$ cat config.mk
export PLATFORM = sky130hd
export DESIGN_NAME = stepper_move_ctrl
export DESIGN_NICKNAME = d
export VERILOG_FILES = /design/src/rtl/stepper_pkg.sv /design/src/rtl/step_prescaler.sv /design/src/rtl/stepper_move_ctrl.sv
export SDC_FILE = /design/constraint.sdc
export NUM_CORES = 1
export LEC_CHECK = 0
export CORE_ASPECT_RATIO = 0.6
export CORE_MARGIN = 5
export CORE_UTILIZATION = 25
export DETAILED_ROUTE_END_ITERATION = 8
export GPL_ROUTABILITY_DRIVEN = 1
export PLACE_DENSITY_LB_ADDON = 0.12
export SYNTH_ARGS = -nofsm -noshare
export SYNTH_HDL_FRONTEND = slang
export SYNTH_SLANG_ARGS = --single-unit
$ cat constraint.sdc
create_clock -name clk -period 7.3 [get_ports clk]
set_input_delay 1.46 -clock clk [delete_from_list [all_inputs] [get_ports clk]]
set_output_delay 1.46 -clock clk [all_outputs]
set_load 0.01 [all_outputs]
$ cat src/rtl/stepper_pkg.sv
// Shared types, phase table and phase-step helper for the stepper move sequencer.
package stepper_pkg;

  typedef enum logic [1:0] {StIdle, StRun, StDone} state_e;

  // Index 0 is the rightmost entry; odd indices drive two coils, even indices drive one.
  localparam logic [7:0][3:0] PhaseTable = {
    4'b1001, 4'b1000, 4'b1100, 4'b0100, 4'b0110, 4'b0010, 4'b0011, 4'b0001
  };

  function automatic logic [2:0] next_phase(input logic [2:0] phase, input logic dir,
                                            input logic half_step);
    logic [2:0] delta;
    delta = half_step ? 3'd1 : 3'd2;
    return dir ? phase + delta : phase - delta;
  endfunction

endpackage

$ cat src/rtl/step_prescaler.sv
// Step-rate divider: counts 0..period-1 and pulses tick on the last count, then reloads.
module step_prescaler #(
  parameter int unsigned DIV_W = 16
) (
  input  logic             clk,
  input  logic             rst_n,
  input  logic             en,
  input  logic             clr,
  input  logic [DIV_W-1:0] period,
  output logic             tick
);

  logic [DIV_W-1:0] cnt_q, cnt_d;

  // period is never zero here; the controller maps 0 to 1 when latching.
  assign tick = en && !clr && (cnt_q == period - DIV_W'(1));

  always_comb begin
    cnt_d = cnt_q;
    if (en) begin
      if (clr || tick) begin
        cnt_d = '0;
      end else begin
        cnt_d = cnt_q + DIV_W'(1);
      end
    end
  end

  always_ff @(posedge clk or negedge rst_n) begin
    if (!rst_n) begin
      cnt_q <= '0;
    end else begin
      cnt_q <= cnt_d;
    end
  end

endmodule

$ cat src/rtl/stepper_move_ctrl.sv
// Move sequencer: latches a move command and walks the coil phase table at the commanded rate.
module stepper_move_ctrl #(
  parameter int unsigned CNT_W = 16,
  parameter int unsigned DIV_W = 16
) (
  input  logic             clk,
  input  logic             rst_n,
  input  logic             ena,
  input  logic             start,
  input  logic             abort,
  input  logic             dir,
  input  logic             half_step,
  input  logic [CNT_W-1:0] steps,
  input  logic [DIV_W-1:0] period,
  output logic [3:0]       coils,
  output logic             step_pulse,
  output logic             busy,
  output logic             done,
  output logic [2:0]       phase
);

  import stepper_pkg::*;

  state_e           state_q, state_d;
  logic [2:0]       phase_q, phase_d;
  logic [3:0]       coils_q;
  logic [CNT_W-1:0] remaining_q, remaining_d;
  logic [DIV_W-1:0] period_q, period_d;
  logic             dir_q, dir_d;
  logic             half_q, half_d;
  logic             step_pulse_q, busy_q, done_q;
  logic             step, tick, presc_clr;

  step_prescaler #(
    .DIV_W (DIV_W)
  ) u_prescaler (
    .clk    (clk),
    .rst_n  (rst_n),
    .en     (ena),
    .clr    (presc_clr),
    .period (period_q),
    .tick   (tick)
  );

  always_comb begin
    state_d     = state_q;
    phase_d     = phase_q;
    remaining_d = remaining_q;
    period_d    = period_q;
    dir_d       = dir_q;
    half_d      = half_q;
    step        = 1'b0;
    // Hold the divider at zero outside a move so each move starts from a full period.
    presc_clr   = (state_q != StRun) || abort;
    unique case (state_q)
      StIdle: begin
        if (start && !abort) begin
          if (steps == '0) begin
            state_d = StDone;
          end else begin
            remaining_d = steps;
            dir_d       = dir;
            half_d      = half_step;
            period_d    = (period == '0) ? DIV_W'(1) : period;
            state_d     = StRun;
          end
        end
      end
      StRun: begin
        if (abort) begin
          remaining_d = '0;
          state_d     = StIdle;
        end else if (tick) begin
          step        = 1'b1;
          phase_d     = next_phase(phase_q, dir_q, half_q);
          remaining_d = remaining_q - CNT_W'(1);
          if (remaining_q == CNT_W'(1)) state_d = StDone;
        end
      end
      StDone:  state_d = StIdle;
      default: state_d = StIdle;
    endcase
  end

  always_ff @(posedge clk or negedge rst_n) begin
    if (!rst_n) begin
      state_q      <= StIdle;
      phase_q      <= 3'd0;
      coils_q      <= 4'b0001;
      remaining_q  <= '0;
      period_q     <= DIV_W'(1);
      dir_q        <= 1'b0;
      half_q       <= 1'b0;
      step_pulse_q <= 1'b0;
      busy_q       <= 1'b0;
      done_q       <= 1'b0;
    end else if (ena) begin
      state_q      <= state_d;
      phase_q      <= phase_d;
      coils_q      <= PhaseTable[phase_d];
      remaining_q  <= remaining_d;
      period_q     <= period_d;
      dir_q        <= dir_d;
      half_q       <= half_d;
      step_pulse_q <= step;
      busy_q       <= (state_q == StRun) && !abort;
      done_q       <= (state_q == StDone);
    end else begin
      // Strobes must not stretch while frozen; everything else holds.
      step_pulse_q <= 1'b0;
      done_q       <= 1'b0;
    end
  end

  assign coils      = coils_q;
  assign phase      = phase_q;
  assign step_pulse = step_pulse_q;
  assign busy       = busy_q;
  assign done       = done_q;

endmodule

==> results.md <==
Timing:
- The transition time at the pin with the least slew margin is 1.018 ns.
- The worst path setup slack after routing is 2.581 ns.
- The maximum operating frequency is 0.2119 GHz.
- The final worst-path cycle share is 64.64%.
- The number of setup violations in the final report is 0.
- The setup TNS is 0 ns.
- The number of max-slew violations in the final report is 0.
- Setup repair after global routing left no endpoint under its margin.
- The remaining max-slew budget at the tightest pin is 31.91%.
- The clock skew after layout is 0.008440 ns.
- The hold violation count in the final report is 0.
- The post-route minimum period is 4.719 ns.

Floorplanning:
- The die outline area is 18,570 um^2.
- The die outline width is 172.6 um.
- The starting density of the core is 25.66%.
- The row count is 35.
- The die extent in y is 107.6 um.
- For this design the top-level I/O count stands at 49.
- The floorplan step defined a core boundary enclosing 15,460 um^2.

Run status:
- The flow ran to the end, and the final reports show no timing, DRC or antenna violations.

Drt:
- The first detailed-routing pass ran for 4 iterations.
- After detailed routing, the average wire length per cell comes to 17.91 um.
- After detailed routing, the met2 layer carries 4.156 mm of wire.
- The number of nets with antenna violations after routing is 0.
- Dividing the detail-routed via count by the number of cells gives 5.204.
- In the routed design, unresolved DRC markers number 0.
- Summed over all layers, the routed wires come to 11.97 mm.
- The met3 routed wirelength is 679 um.
- For this block, the via count after detailed routing is 3,476.
- The sum of routed wire segments on met1 is 7.036 mm.
- In this run the top signal layer used is met4.
- The first routing iteration left 195 violations.

Logic synthesis:
- Synthesis inferred 62 register bits.
- The synthesized area is 3966 um^2.
- The synthesized netlist contains 70 unique library cells.
- The register area share after synthesis is 39.18%.
- The count of yosys warnings during synthesis is 0.
- In this run the mean area of a mapped cell was 9.534 um^2.
- The proportion of synthesized flip-flops having asynchronous set or reset is 100.0%.
- The count of flip-flops with a built-in enable after synthesis is 0.
- The cell count after synthesis is 416.
- When the netlist entered floorplanning its net count stood at 461.
- The most frequently used flop master after synthesis is sky130_fd_sc_hd__dfrtp_1.

Layout:
- The count of nets after finishing is 505.
- The final standard cell utilization of the core is 31.88%.
- The post-route netlist has 12.04% of its cells at a drive strength greater than 1.
- From synthesis to final layout, the design area changed by 24.26%.
- The finished layout holds 668 standard cells, fillers aside.
- The number of antenna diodes in the final layout is 0.

Place:
- The total placed cells including tap cells is 652.
- During placement, the flow inserted port buffers numbering 48.
- Prior to clock tree synthesis, the placed netlist has a worst setup slack of 2.275 ns.
- The weighted congestion reported at the end of routability-driven placement is 0.7884.
- Detailed placement ended at an HPWL of 8.970 mm.

Pwr:
- Summed over all cells, the static leakage comes to 2.029 nW.
- For this design the ratio of total power to cell area is 262.7 nW/um^2.
- The design draws 1.295 mW.
- The worst-case IR drop observed on VDD is 0.1092 mV.

Worst setup path:
- The critical path capture point is remaining_q[10].
- In this run the number of cells on the critical path is 10.
- Tracing the worst setup path back leads to its startpoint at abort.
- Across all register-to-register paths, the minimum setup slack is 3.14 ns.
- The delay of the slowest cell on the worst path is 0.61 ns.
- The critical path required time is 7.51 ns.
- The depth of the most critical reg-to-reg path is 10.
- The largest individual stage delay along the critical path comes from the cell sky130_fd_sc_hd__a21o_1.
- Of all nets on the critical path, the largest fanout is 19.
- In this run the critical register-to-register path is launched from period_q[0].
- The endpoint identified for the worst register-to-register timing path is remaining_q[10].
- The worst setup path is launched from an input port.
- Grouping stages by cell kind, the critical path spends the most delay in simple AND/OR/NAND/NOR gates.
- The worst setup path is of the input port to register kind.
- The data arrival time of the critical path is 4.93 ns.
- The total buffers and inverters traversed by the critical path is 2.
- STA classifies the critical path endpoint as a register.
- Walking the worst path, the cells encountered are clkdlybuf4s50_1 > nor3b_2 > buf_4 > nand4_1 > nor3_1 > nand4b_1 > nor4_4 > a21o_1 > nand3_2 > a221o_1.

Hold path:
- The startpoint of the lowest-slack hold path is remaining_q[7].
- The min-delay analysis places its worst path in the category register to register.

CTS:
- Post-CTS timing repair inserted 0 buffers for setup.
- The clock insertion delay at the later pin of the skew report is 0.33 ns.
- Hold repair after CTS inserted 0 buffers.
- Counting the buffers created by CTS gives 9.
- The maximum count of clock buffers along a single path is 2.
- CTS placed an instance of sky130_fd_sc_hd__clkbuf_16 at the clock tree root.
- Gates resized during post-CTS repair numbered 0.
- The number of H-tree levels is 3.
- Counting every sink on the clock net gives 62.
- TritonCTS built the clock tree.
- After clock tree synthesis, the clock-pin slew on the worst setup and hold paths is 0.06 ns.

Global routing:
- Global routing used 13.00% of the available tracks.
- The total overflow reported by the global router is 0.
- The largest net degree at the start of global routing is 63.
- The number of global-route vias before repair is 3,319.
- The initial antenna violation count is 0.
- The first global-routing pass estimated 19.02 mm of wire.

Run:
- The tool flagged a number of max-cap violations equal to 0.
-- layout make-up --
| type | instances | area [um^2] |
|---|---|---|
| multi-input combinational | 308 | 2212 |
| fill | 1609 | 10530 |
| clock buffer | 11 | 242.7 |
| clock inverter | 5 | 58.81 |
| tap | 203 | 254.0 |
| inverter | 27 | 101.3 |
| timing repair buffer | 52 | 505.5 |
| sequential | 62 | 1554 |
-- flip-flops by register name, indices dropped and copies added (netlist names) --
signal             count
period_q              16
remaining_q           16
u_prescaler.cnt_q     16
coils                  4
phase                  3
state_q                2
busy                   1
dir_q                  1
done                   1
half_q                 1
step_pulse             1
-- through the flow --
step | hold WS (ns) | instance area (um^2)
floorplan | 0.4504 | 3966
global placement | 0.4648 | 4627
detailed placement | 0.4704 | 4627
CTS | 0.4838 | 4928
global route | 0.4952 | 4928
finish | 0.4810 | 4928
-- cell usage in the layout (no fill, tap or decap), drive strengths merged, types with 6 or more instances in the layout --
master	Yosys	routed
dfrtp	60	60
clkdlybuf4s50	0	47
nor2	34	34
inv	26	26
mux2	21	21
nand2	20	20
nand4	18	18
nor4	17	17
xnor2	13	13
nor3	13	13
xor2	12	12
o21ai	12	12
clkbuf	12	11
and3	10	10
nand3	10	10
a21o	9	9
a21oi	9	9
nor2b	8	8
o2bb2ai	8	8
o2111ai	6	6
nand2b	6	6
-- report_power, final --
part	total, mW	internal [mW]	switching [mW]
clock network	0.436	0.274	0.163
registers	0.512	0.410	0.102
logic	0.347	0.156	0.191
total	1.29	0.840	0.455
-- how the worst min path moves through the flow --
stage                     slack (ns)              to  cells past startpoint
final                           0.48  remaining_q[7]                      1
after global routing            0.50  remaining_q[7]                      1
after CTS                       0.48  remaining_q[7]                      1
after detailed placement        0.47  remaining_q[7]                      1
after global placement          0.46  remaining_q[7]                      1
after floorplan                 0.45  remaining_q[7]                      1
-- synth_stat cells, types with 3 or more instances --
| cell | instances | area [um^2] |
|---|---|---|
| sky130_fd_sc_hd__o2111ai_1 | 6 | 52.55 |
| sky130_fd_sc_hd__clkbuf_1 | 12 | 45.04 |
| sky130_fd_sc_hd__mux2_2 | 21 | 236.5 |
| sky130_fd_sc_hd__buf_2 | 4 | 20.02 |
| sky130_fd_sc_hd__nor4_1 | 15 | 93.84 |
| sky130_fd_sc_hd__nor2b_1 | 8 | 50.05 |
| sky130_fd_sc_hd__a22oi_1 | 5 | 37.54 |
| sky130_fd_sc_hd__xnor2_1 | 13 | 113.9 |
| sky130_fd_sc_hd__ha_1 | 5 | 62.56 |
| sky130_fd_sc_hd__nor2_1 | 34 | 127.6 |
| sky130_fd_sc_hd__nand3_1 | 9 | 45.04 |
| sky130_fd_sc_hd__buf_6 | 3 | 33.78 |
| sky130_fd_sc_hd__xor2_1 | 12 | 105.1 |
| sky130_fd_sc_hd__nand2_1 | 20 | 75.07 |
| sky130_fd_sc_hd__mux2i_1 | 3 | 30.03 |
| sky130_fd_sc_hd__and2_1 | 3 | 18.77 |
| sky130_fd_sc_hd__o32ai_1 | 3 | 26.28 |
| sky130_fd_sc_hd__o31ai_1 | 4 | 30.03 |
| sky130_fd_sc_hd__a31oi_1 | 5 | 31.28 |
| sky130_fd_sc_hd__or4_1 | 3 | 22.52 |
| sky130_fd_sc_hd__and3b_1 | 3 | 26.28 |
| sky130_fd_sc_hd__o2bb2ai_1 | 8 | 70.07 |
| sky130_fd_sc_hd__a21oi_1 | 8 | 40.04 |
| sky130_fd_sc_hd__o41ai_1 | 3 | 26.28 |
| sky130_fd_sc_hd__nand2b_1 | 6 | 37.54 |
| sky130_fd_sc_hd__o221ai_1 | 4 | 35.03 |
| sky130_fd_sc_hd__and3_1 | 10 | 62.56 |
| sky130_fd_sc_hd__inv_1 | 26 | 97.59 |
| sky130_fd_sc_hd__dfrtp_1 | 60 | 1501 |
| sky130_fd_sc_hd__a21o_1 | 9 | 67.56 |
| sky130_fd_sc_hd__nand4_1 | 18 | 112.6 |
| sky130_fd_sc_hd__nor3_1 | 11 | 55.05 |
| sky130_fd_sc_hd__o22ai_1 | 3 | 18.77 |
| sky130_fd_sc_hd__o21ai_0 | 12 | 60.06 |
| sky130_fd_sc_hd__nor4b_1 | 3 | 26.28 |
-- logic make-up after synthesis --
logic type               after synthesis  share of synthesized area (%)
flip-flops                            62                          39.18
adder cells (fa/ha/maj)                6                          2.082
buffers and inverters                 46                          5.047
multiplexers                          24                          6.719
AND/OR/NAND/NOR                      158                          22.90
XOR/XNOR                              26                          6.088
AO/OA/AOI/OAI                         94                          17.98
-- routing by layer --
| layer | up-vias | track usage [%] |
|---|---|---|
| li1 | 1660 | - |
| met1 | 1713 | 21.60 |
| met2 | 93 | 15.62 |
| met3 | 10 | 3.650 |
| met4 | 0 | 2.883 |
| met5 | - | 0 |
(Power assumes the default switching activity.)
